<file path="config.mk">
export PLATFORM = sky130hd
export DESIGN_NAME = pll_ctrl
export DESIGN_NICKNAME = d
export VERILOG_FILES = /design/src/rtl/pll_ctrl_pkg.sv /design/src/rtl/pll_ctrl_sync_2ff.sv /design/src/rtl/pll_ctrl.sv
export SDC_FILE = /design/constraint.sdc
export NUM_CORES = 1
export LEC_CHECK = 0
export ABC_AREA = 1
export CORE_ASPECT_RATIO = 1.75
export CORE_MARGIN = 2
export CORE_UTILIZATION = 54
export CTS_CLUSTER_DIAMETER = 80
export CTS_CLUSTER_SIZE = 40
export DETAILED_ROUTE_END_ITERATION = 8
export PLACE_DENSITY = 0.79
export SLEW_MARGIN = 40
export SYNTH_ARGS = -nofsm -noshare
export SYNTH_HDL_FRONTEND = slang
export SYNTH_SLANG_ARGS = --single-unit
</file>
<file path="constraint.sdc">
create_clock -name clk_i -period 2 [get_ports clk_i]
set_input_delay 0.4 -clock clk_i [delete_from_list [all_inputs] [get_ports clk_i]]
set_output_delay 0.4 -clock clk_i [all_outputs]
set_load 0.02 [all_outputs]
</file>
<file path="src/rtl/pll_ctrl_pkg.sv">
// rtl/pll_ctrl_pkg.sv - shared types and constants for the PLL relock controller
//
// Purpose: state encoding, blanking/synchronizer constants and a saturating
// increment helper used by pll_ctrl.

package pll_ctrl_pkg;

  typedef enum logic [2:0] {
    SWITCH,
    PROGRAM,
    WAIT_LOCK,
    HOLD,
    RUN,
    ERROR
  } pll_ctrl_state_e;

  // The PLL drops lock asynchronously after a divider change, and the
  // synchronizer delays that drop, so lock is ignored for this many cycles.
  localparam int BLANK_CYCLES = 4;
  localparam int SYNC_STAGES  = 2;

  function automatic logic [7:0] sat_inc8(input logic [7:0] v);
    return (v == 8'hFF) ? v : v + 8'd1;
  endfunction

endpackage

</file>
<file path="src/rtl/pll_ctrl_sync_2ff.sv">
// rtl/pll_ctrl_sync_2ff.sv - multi-flop level synchronizer
//
// Purpose: brings an asynchronous level into the clk_i domain.
// Ports:
//   clk_i   destination clock
//   srst_i  synchronous active-high reset (clears the chain to 0)
//   d_i     asynchronous input level
//   q_o     synchronized level, STAGES cycles of latency

module sync_2ff #(
  parameter int STAGES = 2
) (
  input  logic clk_i,
  input  logic srst_i,
  input  logic d_i,
  output logic q_o
);

  logic [STAGES-1:0] sync_q;

  always_ff @(posedge clk_i) begin
    if (srst_i) begin
      sync_q <= '0;
    end else begin
      sync_q <= {sync_q[STAGES-2:0], d_i};
    end
  end

  assign q_o = sync_q[STAGES-1];

endmodule

</file>
<file path="src/rtl/pll_ctrl.sv">
// rtl/pll_ctrl.sv - PLL divider programming and lock qualification controller
//
// Purpose: accepts divider configurations, sequences bypass -> program ->
// wait lock -> qualify lock -> run, drives the clock-mux select and reports
// timeout and lock-loss events.
// Ports:
//   clk_i, srst_i                  reference-domain clock, sync active-high reset
//   cfg_valid_i/cfg_ready_o        configuration handshake
//   cfg_ref_div_i/cfg_fb_div_i     requested dividers
//   pll_ref_div_o/pll_fb_div_o     registered dividers to the PLL
//   pll_locked_i                   asynchronous PLL lock flag
//   clk_sel_o                      1 = PLL clock, 0 = reference clock
//   busy_o, locked_o               sequence in progress / qualified lock
//   timeout_o                      sticky lock timeout
//   cfg_err_o                      pulse: rejected configuration with a zero field
//   lock_loss_cnt_o                saturating lock-loss counter

module pll_ctrl
  import pll_ctrl_pkg::*;
#(
  parameter int REF_DIV_WIDTH = 4,
  parameter int FB_DIV_WIDTH  = 8,
  parameter int RST_REF_DIV   = 1,
  parameter int RST_FB_DIV    = 1,
  parameter int GUARD_CYCLES  = 4,
  parameter int LOCK_HOLD     = 16,
  parameter int LOCK_TIMEOUT  = 4096
) (
  input  logic                     clk_i,
  input  logic                     srst_i,
  input  logic                     cfg_valid_i,
  output logic                     cfg_ready_o,
  input  logic [REF_DIV_WIDTH-1:0] cfg_ref_div_i,
  input  logic [FB_DIV_WIDTH-1:0]  cfg_fb_div_i,
  output logic [REF_DIV_WIDTH-1:0] pll_ref_div_o,
  output logic [FB_DIV_WIDTH-1:0]  pll_fb_div_o,
  input  logic                     pll_locked_i,
  output logic                     clk_sel_o,
  output logic                     busy_o,
  output logic                     locked_o,
  output logic                     timeout_o,
  output logic                     cfg_err_o,
  output logic [7:0]               lock_loss_cnt_o
);

  localparam int TMO_W  = $clog2(LOCK_TIMEOUT + 1);
  localparam int HOLD_W = $clog2(LOCK_HOLD + 1);
  localparam int GRD_W  = (GUARD_CYCLES > 1) ? $clog2(GUARD_CYCLES) : 1;

  localparam logic [TMO_W-1:0]  TMO_MAX    = TMO_W'(LOCK_TIMEOUT);
  localparam logic [TMO_W-1:0]  BLANK_LIM  = TMO_W'(BLANK_CYCLES);
  localparam logic [HOLD_W-1:0] HOLD_MAX   = HOLD_W'(LOCK_HOLD);
  localparam logic [GRD_W-1:0]  GUARD_LAST = GRD_W'(GUARD_CYCLES - 1);

  pll_ctrl_state_e state_q, state_d;
  logic [GRD_W-1:0]         guard_q, guard_d;
  logic [TMO_W-1:0]         tmo_q, tmo_d, tmo_inc;
  logic [HOLD_W-1:0]        hold_q, hold_d, hold_inc;
  logic [REF_DIV_WIDTH-1:0] pend_ref_q, pend_ref_d, ref_div_q, ref_div_d;
  logic [FB_DIV_WIDTH-1:0]  pend_fb_q, pend_fb_d, fb_div_q, fb_div_d;
  logic                     timeout_q, timeout_d, cfg_err_q, cfg_err_d;
  logic [7:0]               loss_q, loss_d;
  logic                     clk_sel_q, busy_q, ready_q, locked_q;
  logic                     lk, xfer, cfg_ok;

  sync_2ff #(.STAGES(SYNC_STAGES)) u_sync (
    .clk_i  (clk_i),
    .srst_i (srst_i),
    .d_i    (pll_locked_i),
    .q_o    (lk)
  );

  assign tmo_inc  = tmo_q + TMO_W'(1);
  assign hold_inc = hold_q + HOLD_W'(1);
  assign xfer     = cfg_valid_i & ready_q;
  assign cfg_ok   = (|cfg_ref_div_i) & (|cfg_fb_div_i);

  always_comb begin
    state_d    = state_q;
    guard_d    = guard_q;
    tmo_d      = tmo_q;
    hold_d     = hold_q;
    pend_ref_d = pend_ref_q;
    pend_fb_d  = pend_fb_q;
    ref_div_d  = ref_div_q;
    fb_div_d   = fb_div_q;
    timeout_d  = timeout_q;
    cfg_err_d  = 1'b0;
    loss_d     = loss_q;

    unique case (state_q)
      SWITCH: begin
        if (guard_q == GUARD_LAST) state_d = PROGRAM;
        else                       guard_d = guard_q + GRD_W'(1);
      end
      PROGRAM: begin
        ref_div_d = pend_ref_q;
        fb_div_d  = pend_fb_q;
        tmo_d     = '0;
        hold_d    = '0;
        state_d   = WAIT_LOCK;
      end
      WAIT_LOCK: begin
        tmo_d = tmo_inc;
        // Blanking is expressed through tmo_q: it restarts only where tmo_q
        // is cleared, so a HOLD dropout does not re-blank.
        if (lk && tmo_q >= BLANK_LIM && LOCK_HOLD == 1) begin
          state_d = RUN;
        end else if (tmo_inc == TMO_MAX) begin
          state_d   = ERROR;
          timeout_d = 1'b1;
        end else if (lk && tmo_q >= BLANK_LIM) begin
          hold_d  = HOLD_W'(1);
          state_d = HOLD;
        end
      end
      HOLD: begin
        tmo_d = tmo_inc;
        // Qualification is tested before timeout so lock wins a tie.
        if (lk && hold_inc == HOLD_MAX) begin
          state_d = RUN;
        end else if (tmo_inc == TMO_MAX) begin
          state_d   = ERROR;
          timeout_d = 1'b1;
        end else if (lk) begin
          hold_d = hold_inc;
        end else begin
          state_d = WAIT_LOCK;
        end
      end
      RUN: begin
        if (!lk) begin
          loss_d  = sat_inc8(loss_q);
          tmo_d   = '0;
          state_d = WAIT_LOCK;
        end
      end
      ERROR: begin
      end
      default: state_d = WAIT_LOCK;
    endcase

    // ready_q is only set in RUN/ERROR, so this overrides those states only.
    if (xfer) begin
      if (cfg_ok) begin
        pend_ref_d = cfg_ref_div_i;
        pend_fb_d  = cfg_fb_div_i;
        timeout_d  = 1'b0;
        guard_d    = '0;
        state_d    = SWITCH;
      end else begin
        cfg_err_d = 1'b1;
      end
    end
  end

  always_ff @(posedge clk_i) begin
    if (srst_i) begin
      state_q    <= WAIT_LOCK;
      guard_q    <= '0;
      tmo_q      <= '0;
      hold_q     <= '0;
      pend_ref_q <= REF_DIV_WIDTH'(RST_REF_DIV);
      pend_fb_q  <= FB_DIV_WIDTH'(RST_FB_DIV);
      ref_div_q  <= REF_DIV_WIDTH'(RST_REF_DIV);
      fb_div_q   <= FB_DIV_WIDTH'(RST_FB_DIV);
      timeout_q  <= 1'b0;
      cfg_err_q  <= 1'b0;
      loss_q     <= '0;
      clk_sel_q  <= 1'b0;
      locked_q   <= 1'b0;
      busy_q     <= 1'b1;
      ready_q    <= 1'b0;
    end else begin
      state_q    <= state_d;
      guard_q    <= guard_d;
      tmo_q      <= tmo_d;
      hold_q     <= hold_d;
      pend_ref_q <= pend_ref_d;
      pend_fb_q  <= pend_fb_d;
      ref_div_q  <= ref_div_d;
      fb_div_q   <= fb_div_d;
      timeout_q  <= timeout_d;
      cfg_err_q  <= cfg_err_d;
      loss_q     <= loss_d;
      // Status outputs are decoded from the next state so they are flops.
      clk_sel_q  <= (state_d == RUN);
      locked_q   <= (state_d == RUN);
      busy_q     <= (state_d != RUN) && (state_d != ERROR);
      ready_q    <= (state_d == RUN) || (state_d == ERROR);
    end
  end

  assign cfg_ready_o     = ready_q;
  assign pll_ref_div_o   = ref_div_q;
  assign pll_fb_div_o    = fb_div_q;
  assign clk_sel_o       = clk_sel_q;
  assign locked_o        = locked_q;
  assign busy_o          = busy_q;
  assign timeout_o       = timeout_q;
  assign cfg_err_o       = cfg_err_q;
  assign lock_loss_cnt_o = loss_q;

endmodule

</file>
======== Word level (Yosys, flattened, before mapping) ========
Index checks and enable logic that the tools add are counted.
cells by class
  add/sub/neg operators ................... 4
  bitwise gates (word level) .............. 5
  $lt $le $gt $ge ......................... 1
  reductions and logical operators ........ 15
  equality and inequality tests ........... 19
  mux-type cells .......................... 27
operator list
  cell                                                   number
  one-hot mux 13 bit (3 select lines)                    1
  two-way mux 5 bit                                      5
  two-way mux 3 bit                                      8
  one-hot mux 3 bit (5 select lines)                     1
  one-hot mux 5 bit (3 select lines)                     1
  adder 13 x 1 -> 13 bit (second input constant)         1
  == test 13 bit (second input constant)                 1
  >= comparator 13 x 3 -> 1 bit (second input constant)  1
  two-way mux 13 bit                                     1
  == test 3 bit (second input constant)                  4
  inequality test 2 bit (second input constant)          5
  adder 8 x 1 -> 8 bit (second input constant)           1
  == test 8 bit (second input constant)                  1
  two-way mux 2 bit                                      4
  OR reduction 8 bit                                     1
  == test 3 x 2 -> 1 bit (second input constant)         2
  inequality test 3 bit (second input constant)          2
  AND reduction 6 bit                                    1
  nonzero test 3 bit                                     2
  adder 5 x 1 -> 5 bit (second input constant)           1
  == test 5 bit (second input constant)                  1
  two-way mux 1 bit                                      5
  AND reduction 2 bit                                    2
  OR reduction 2 bit                                     2
  other kinds (12)                                       17
storage, ports and cells
  register bits ........................... 62

======== Logic depth before layout (Yosys ltp) ========
  word-level depth ........................ 9
  gate-level depth with buffers ........... 14

======== By module ========
Synthesis repeated with hierarchy kept, for this count alone.
second synthesis, totals
  cells, all modules ...................... 433
  area total of the unflattened synthesis .. 3,002.9 sq um
by module, submodules not included
  module    cells each  instances  area each (sq um)
  pll_ctrl  427         1          2,947.8
  sync_2ff  6           1          55.1

======== Worst setup path after synthesis ========
OpenSTA, ideal clock, no wires.
  path kind ............................... reg-to-reg
  start ................................... register tmo_q[1]
  end ..................................... register hold_q[1]
  library setup time ...................... 0.128 ns
  cell stages (with the launch flop) ...... 12
  period minus slack after synthesis ...... 1.704 ns
  slack ................................... 0.296 ns
  arrival time ............................ 1.576 ns
  path through ............................ dfxtp_1 -> ha_1 -> nand3_1 -> nor2_4 -> xor2_2 -> nand3_2 -> nor2_4 -> nand3_4 -> nand2_4 -> nand2_1 -> nand2_1 -> nor2_1
between the ends
  cells in the longest elaborated chain, start to end .. 4
  elaborated cells on any way between the ends .. 8
  those cells by class .................... add/sub (1); order compare (1); eq/ne (4); reduce/logical (2)
RTL lines
  item                                                                            line                                               source
  start, declared                                                                 pll_ctrl.sv:57                                     logic [TMO_W-1:0] tmo_q, tmo_d, tmo_inc;
  start signal, assigned                                                          pll_ctrl.sv:177                                    tmo_q <= tmo_d;
  adder 13 x 1 -> 13 bit / >= comparator 13 x 3 -> 1 bit (equally long branches)  pll_ctrl.sv:73, pll_ctrl.sv:112
  == test 13 bit / logical AND 1 bit (equally long branches)                      pll_ctrl.sv:109, pll_ctrl.sv:122, pll_ctrl.sv:112
  inequality test 2 bit (no line)                                                 -
  AND reduction 6 bit (no line) *                                                 -
  end signal, assigned                                                            pll_ctrl.sv:178                                    hold_q <= hold_d;
  end, declared                                                                   pll_ctrl.sv:58                                     logic [HOLD_W-1:0] hold_q, hold_d, hold_inc;
Mark *: on every way between the ends. The rest lies on a longest branch, timed or not.
A chain may end at the register's enable or synchronous reset.

======== Worst setup path after layout ========
Same ends and word-level chain as after synthesis.

==> flow_metrics.env <==
export IMPL_run_status="finished, final reports clean"
export IMPL_criticalPathCategory="flop to flop"
export IMPL_leakage_nw=1.561
export IMPL_synthArstFlopShare=0
export IMPL_num_io_pins=42
export IMPL_vias=2842
export IMPL_nets=496
export IMPL_syn_avg_cell_area_sq_um=7.124
export IMPL_finalCritPeriodShare=0.9322
export IMPL_power_density_mw_per_mm2=638.8
export IMPL_ff2ff_path_depth=11
export IMPL_fin_tns_setup_ps=0
export IMPL_drc=0
export IMPL_first_global_vias=2848
export IMPL_hold_violations=0
export IMPL_core_area_sq_mm=0.005495
export IMPL_grt_pass1_wl_um=12040
export IMPL_final_cell_count_no_fill=555
export IMPL_post_cts_buffers=0
export IMPL_rr_startpoint="tmo_q[1]"
export IMPL_root_buffer="clkbuf_8"
export IMPL_r2r_slack_ps=140
export IMPL_clock_sinks=62
export IMPL_detail_route_first_pass_iterations=4
export IMPL_ant_nets=0
export IMPL_gr_total_overflow=0
export IMPL_worst_slew_pin_slew_ps=391.1
export IMPL_hp_start="u_sync.sync_q[0]"
export IMPL_synthTopCellsByArea="dfxtp_1, nand2_1, nor2_1, a21oi_1, inv_1"
export IMPL_hpwl_um=5237
export IMPL_cts_resized_gates=0
export IMPL_min_period_ps=1864
export IMPL_timing_final_ws_setup_ps=135.6
export IMPL_die_area_sq_mm=0.006288
export IMPL_setup_viol=0
export IMPL_die_y_um=103.4
export IMPL_required_ps=2220
export IMPL_worstHoldPathCells=2
export IMPL_postCtsHoldBufs=0
export IMPL_p_sw_mw=0.5636
export IMPL_crit_arrival_ps=2080
export IMPL_drt_total_wl_um=6967
export IMPL_grt_max_degree=30
export IMPL_rsz0062_at_grt="false"
export IMPL_syn_num_nets=450
export IMPL_hold_end="u_sync.sync_q[1]"
export IMPL_peakVddDrop_mv=0.6839
export IMPL_cts_buffer_depth=2
export IMPL_rr_endpoint="hold_q[1]"
export IMPL_start_util=0.5549
export IMPL_antenna_found_initial=0
export IMPL_ctsHtreeMaxLevel=3
export IMPL_pwr_share_comb=0.052
export IMPL_clkSlewWorstSetupHoldPaths_ps=70
export IMPL_dpl_cell_count=539
export IMPL_port_buffers=41
export IMPL_synth_cell_type_count=40
export IMPL_place_gp_congestion=0.9006
export IMPL_synth_edff_count=0
export IMPL_drv_cap=0
export IMPL_n_fill_cell=493
export IMPL_switching_share=0.2362
export IMPL_num_antenna_cells=0
export IMPL_min_path_type="flop to flop"
export IMPL_slew_violations=0
export IMPL_synthFlopType="dfxtp_1"
export IMPL_internal_power_mw=1.822
export IMPL_cts_tree="done"
export IMPL_dp_slack_ps=122.0
export IMPL_synthesis_area_sq_mm=0.003049
export IMPL_rows=36
export IMPL_seq_area_frac_synth=0.4071
export IMPL_synth_most_common_cell="nand2_1"
export IMPL_clock_skew_ps=9.698
export IMPL_seqPwrFrac=0.528
export IMPL_worstSkewPairLatency_ps=340
export IMPL_routedWlPerCell_um=12.55
export IMPL_area_growth_pct=22.49
export IMPL_end_kind="flop"
export IMPL_numCtsBuffers=9
export IMPL_yosys_warnings=0
export IMPL_slew_headroom=0.7390
export IMPL_drtIter0Drc=100
export IMPL_cp_max_fo=7
export IMPL_die_w_um=60.81
export IMPL_synth_top_area_cell="dfxtp_1"
export IMPL_yosys_top_cells_count="nand2_1, dfxtp_1, nor2_1"
export IMPL_crit_path_start_kind="flop"
export IMPL_max_clock_freq_mhz=536.4
export IMPL_synthCells=428
export IMPL_track_usage=0.2557
export IMPL_ys_ff_latch=62
export IMPL_viasPerCell=5.121
export IMPL_yosysTopAreaCellShare=0.4071
export IMPL_p_clk_frac=0.420
export IMPL_drive_above_1_share=0.1086
[per-layer routing]
layer / wire (um) / track usage / vias to the layer above
met5: 0 / 0 / -
met1: 2723 / 0.2645 / 1287
met2: 3805 / 0.4533 / 70
met3: 219 / 0.05846 / 18
met4: 219 / 0.1505 / 0
li1: - / - / 1467
[power groups by stage]
stage	Clock (mW)	Combinational, mW	Sequential [mW]
2_1_floorplan	0	0.0700	1.28
3_3_place_gp	0	0.121	1.29
3_5_place_dp	0	0.124	1.29
4_1_cts	1.01	0.125	1.26
5_1_grt	1.07	0.141	1.26
6_report	1.00	0.125	1.26
[worst max path at each step]
stage	startpoint	cells past startpoint	endpoint	slack, ps
floorplan	tmo_q[1]	11	hold_q[1]	300
global placement	cfg_ref_div_i[0]	8	locked_o	140
detailed placement	cfg_fb_div_i[4]	7	pend_fb_q[6]	120
CTS	tmo_q[1]	11	hold_q[1]	130
global route	tmo_q[1]	12	hold_q[1]	1
finish	tmo_q[1]	11	hold_q[1]	140
[layout make-up]
type                       count  area [sq um]  area share
sequential                    62          1241      0.3323
timing repair buffer          48         462.9      0.1240
multi-input combinational    306          1582      0.4235
clock buffer                  13         158.9     0.04255
clock inverter                 3         18.77    0.005025
tap                           76         95.09     0.02546
inverter                      47         176.4     0.04724
[sequential cells by signal, summed over array words and instances, names as in the netlist]
register / flops
pll_fb_div_o: 8
timeout_o: 1
hold_q: 5
lock_loss_cnt_o: 8
pend_ref_q: 4
state_q: 3
locked_o: 1
pll_ref_div_o: 4
cfg_ready_o: 1
pend_fb_q: 8
cfg_err_o: 1
u_sync.sync_q: 2
busy_o: 1
tmo_q: 13
guard_q: 2
[cell usage in the layout, fill, tap and decap left out, types with 2 or more instances in the layout]
cell | netlist | final
nand4_2 | 2 | 2
nand3_1 | 24 | 24
xor2_1 | 3 | 3
nor2_2 | 2 | 3
nand2_4 | 3 | 3
clkbuf_8 | 0 | 11
o21ai_0 | 19 | 19
dfxtp_1 | 62 | 62
nand3_2 | 3 | 3
nand4_1 | 6 | 6
nor4_1 | 3 | 3
nand2_1 | 109 | 109
clkinv_2 | 0 | 2
nand2_2 | 3 | 3
buf_4 | 2 | 7
clkbuf_1 | 8 | 2
a31oi_1 | 2 | 2
a21oi_1 | 34 | 33
nor2_1 | 56 | 55
ha_1 | 6 | 5
nor2_4 | 6 | 6
clkdlybuf4s50_1 | 0 | 41
xnor2_1 | 3 | 3
nor3_2 | 2 | 2
nor3_1 | 6 | 6
or2_2 | 2 | 2
inv_1 | 45 | 45
[metrics by stage]
| stage | utilization | area [sq um] | hold slack [ps] | power (mW) |
|---|---|---|---|---|
| floorplan | - | 3049 | 388.3 | 1.354 |
| global placement | 0.6457 | 3548 | 409.1 | 1.408 |
| detailed placement | 0.6457 | 3548 | 410.5 | 1.411 |
| CTS | 0.6781 | 3726 | 419.5 | 2.390 |
| global route | 0.6796 | 3735 | 437.5 | 2.470 |
| finish | 0.6796 | 3735 | 416.1 | 2.386 |
[cells by family (layout without fill, tap and decap cells)]
| logic type | Yosys count | count (layout) | share of synthesized area |
|---|---|---|---|
| simple gates | 231 | 231 | 0.3582 |
| compound gates | 62 | 62 | 0.1104 |
| flops | 62 | 62 | 0.4071 |
| buf+inv | 60 | 111 | 0.07714 |
| xor+xnor | 7 | 7 | 0.02257 |
| fa+ha+maj | 6 | 6 | 0.02462 |
[worst max-delay path, cell delays in order, from the launching register on]
cell     delay, ps
dfxtp_1        390
ha_2           220
nand3_1        120
nor2_4         160
xor2_2         220
nand3_2        120
nor2_4         140
nand3_4        110
nand2_4        120
nand2_1         60
nand2_1         50
nor2_1          40
Note: power is estimated with default switching activity, not from simulation.
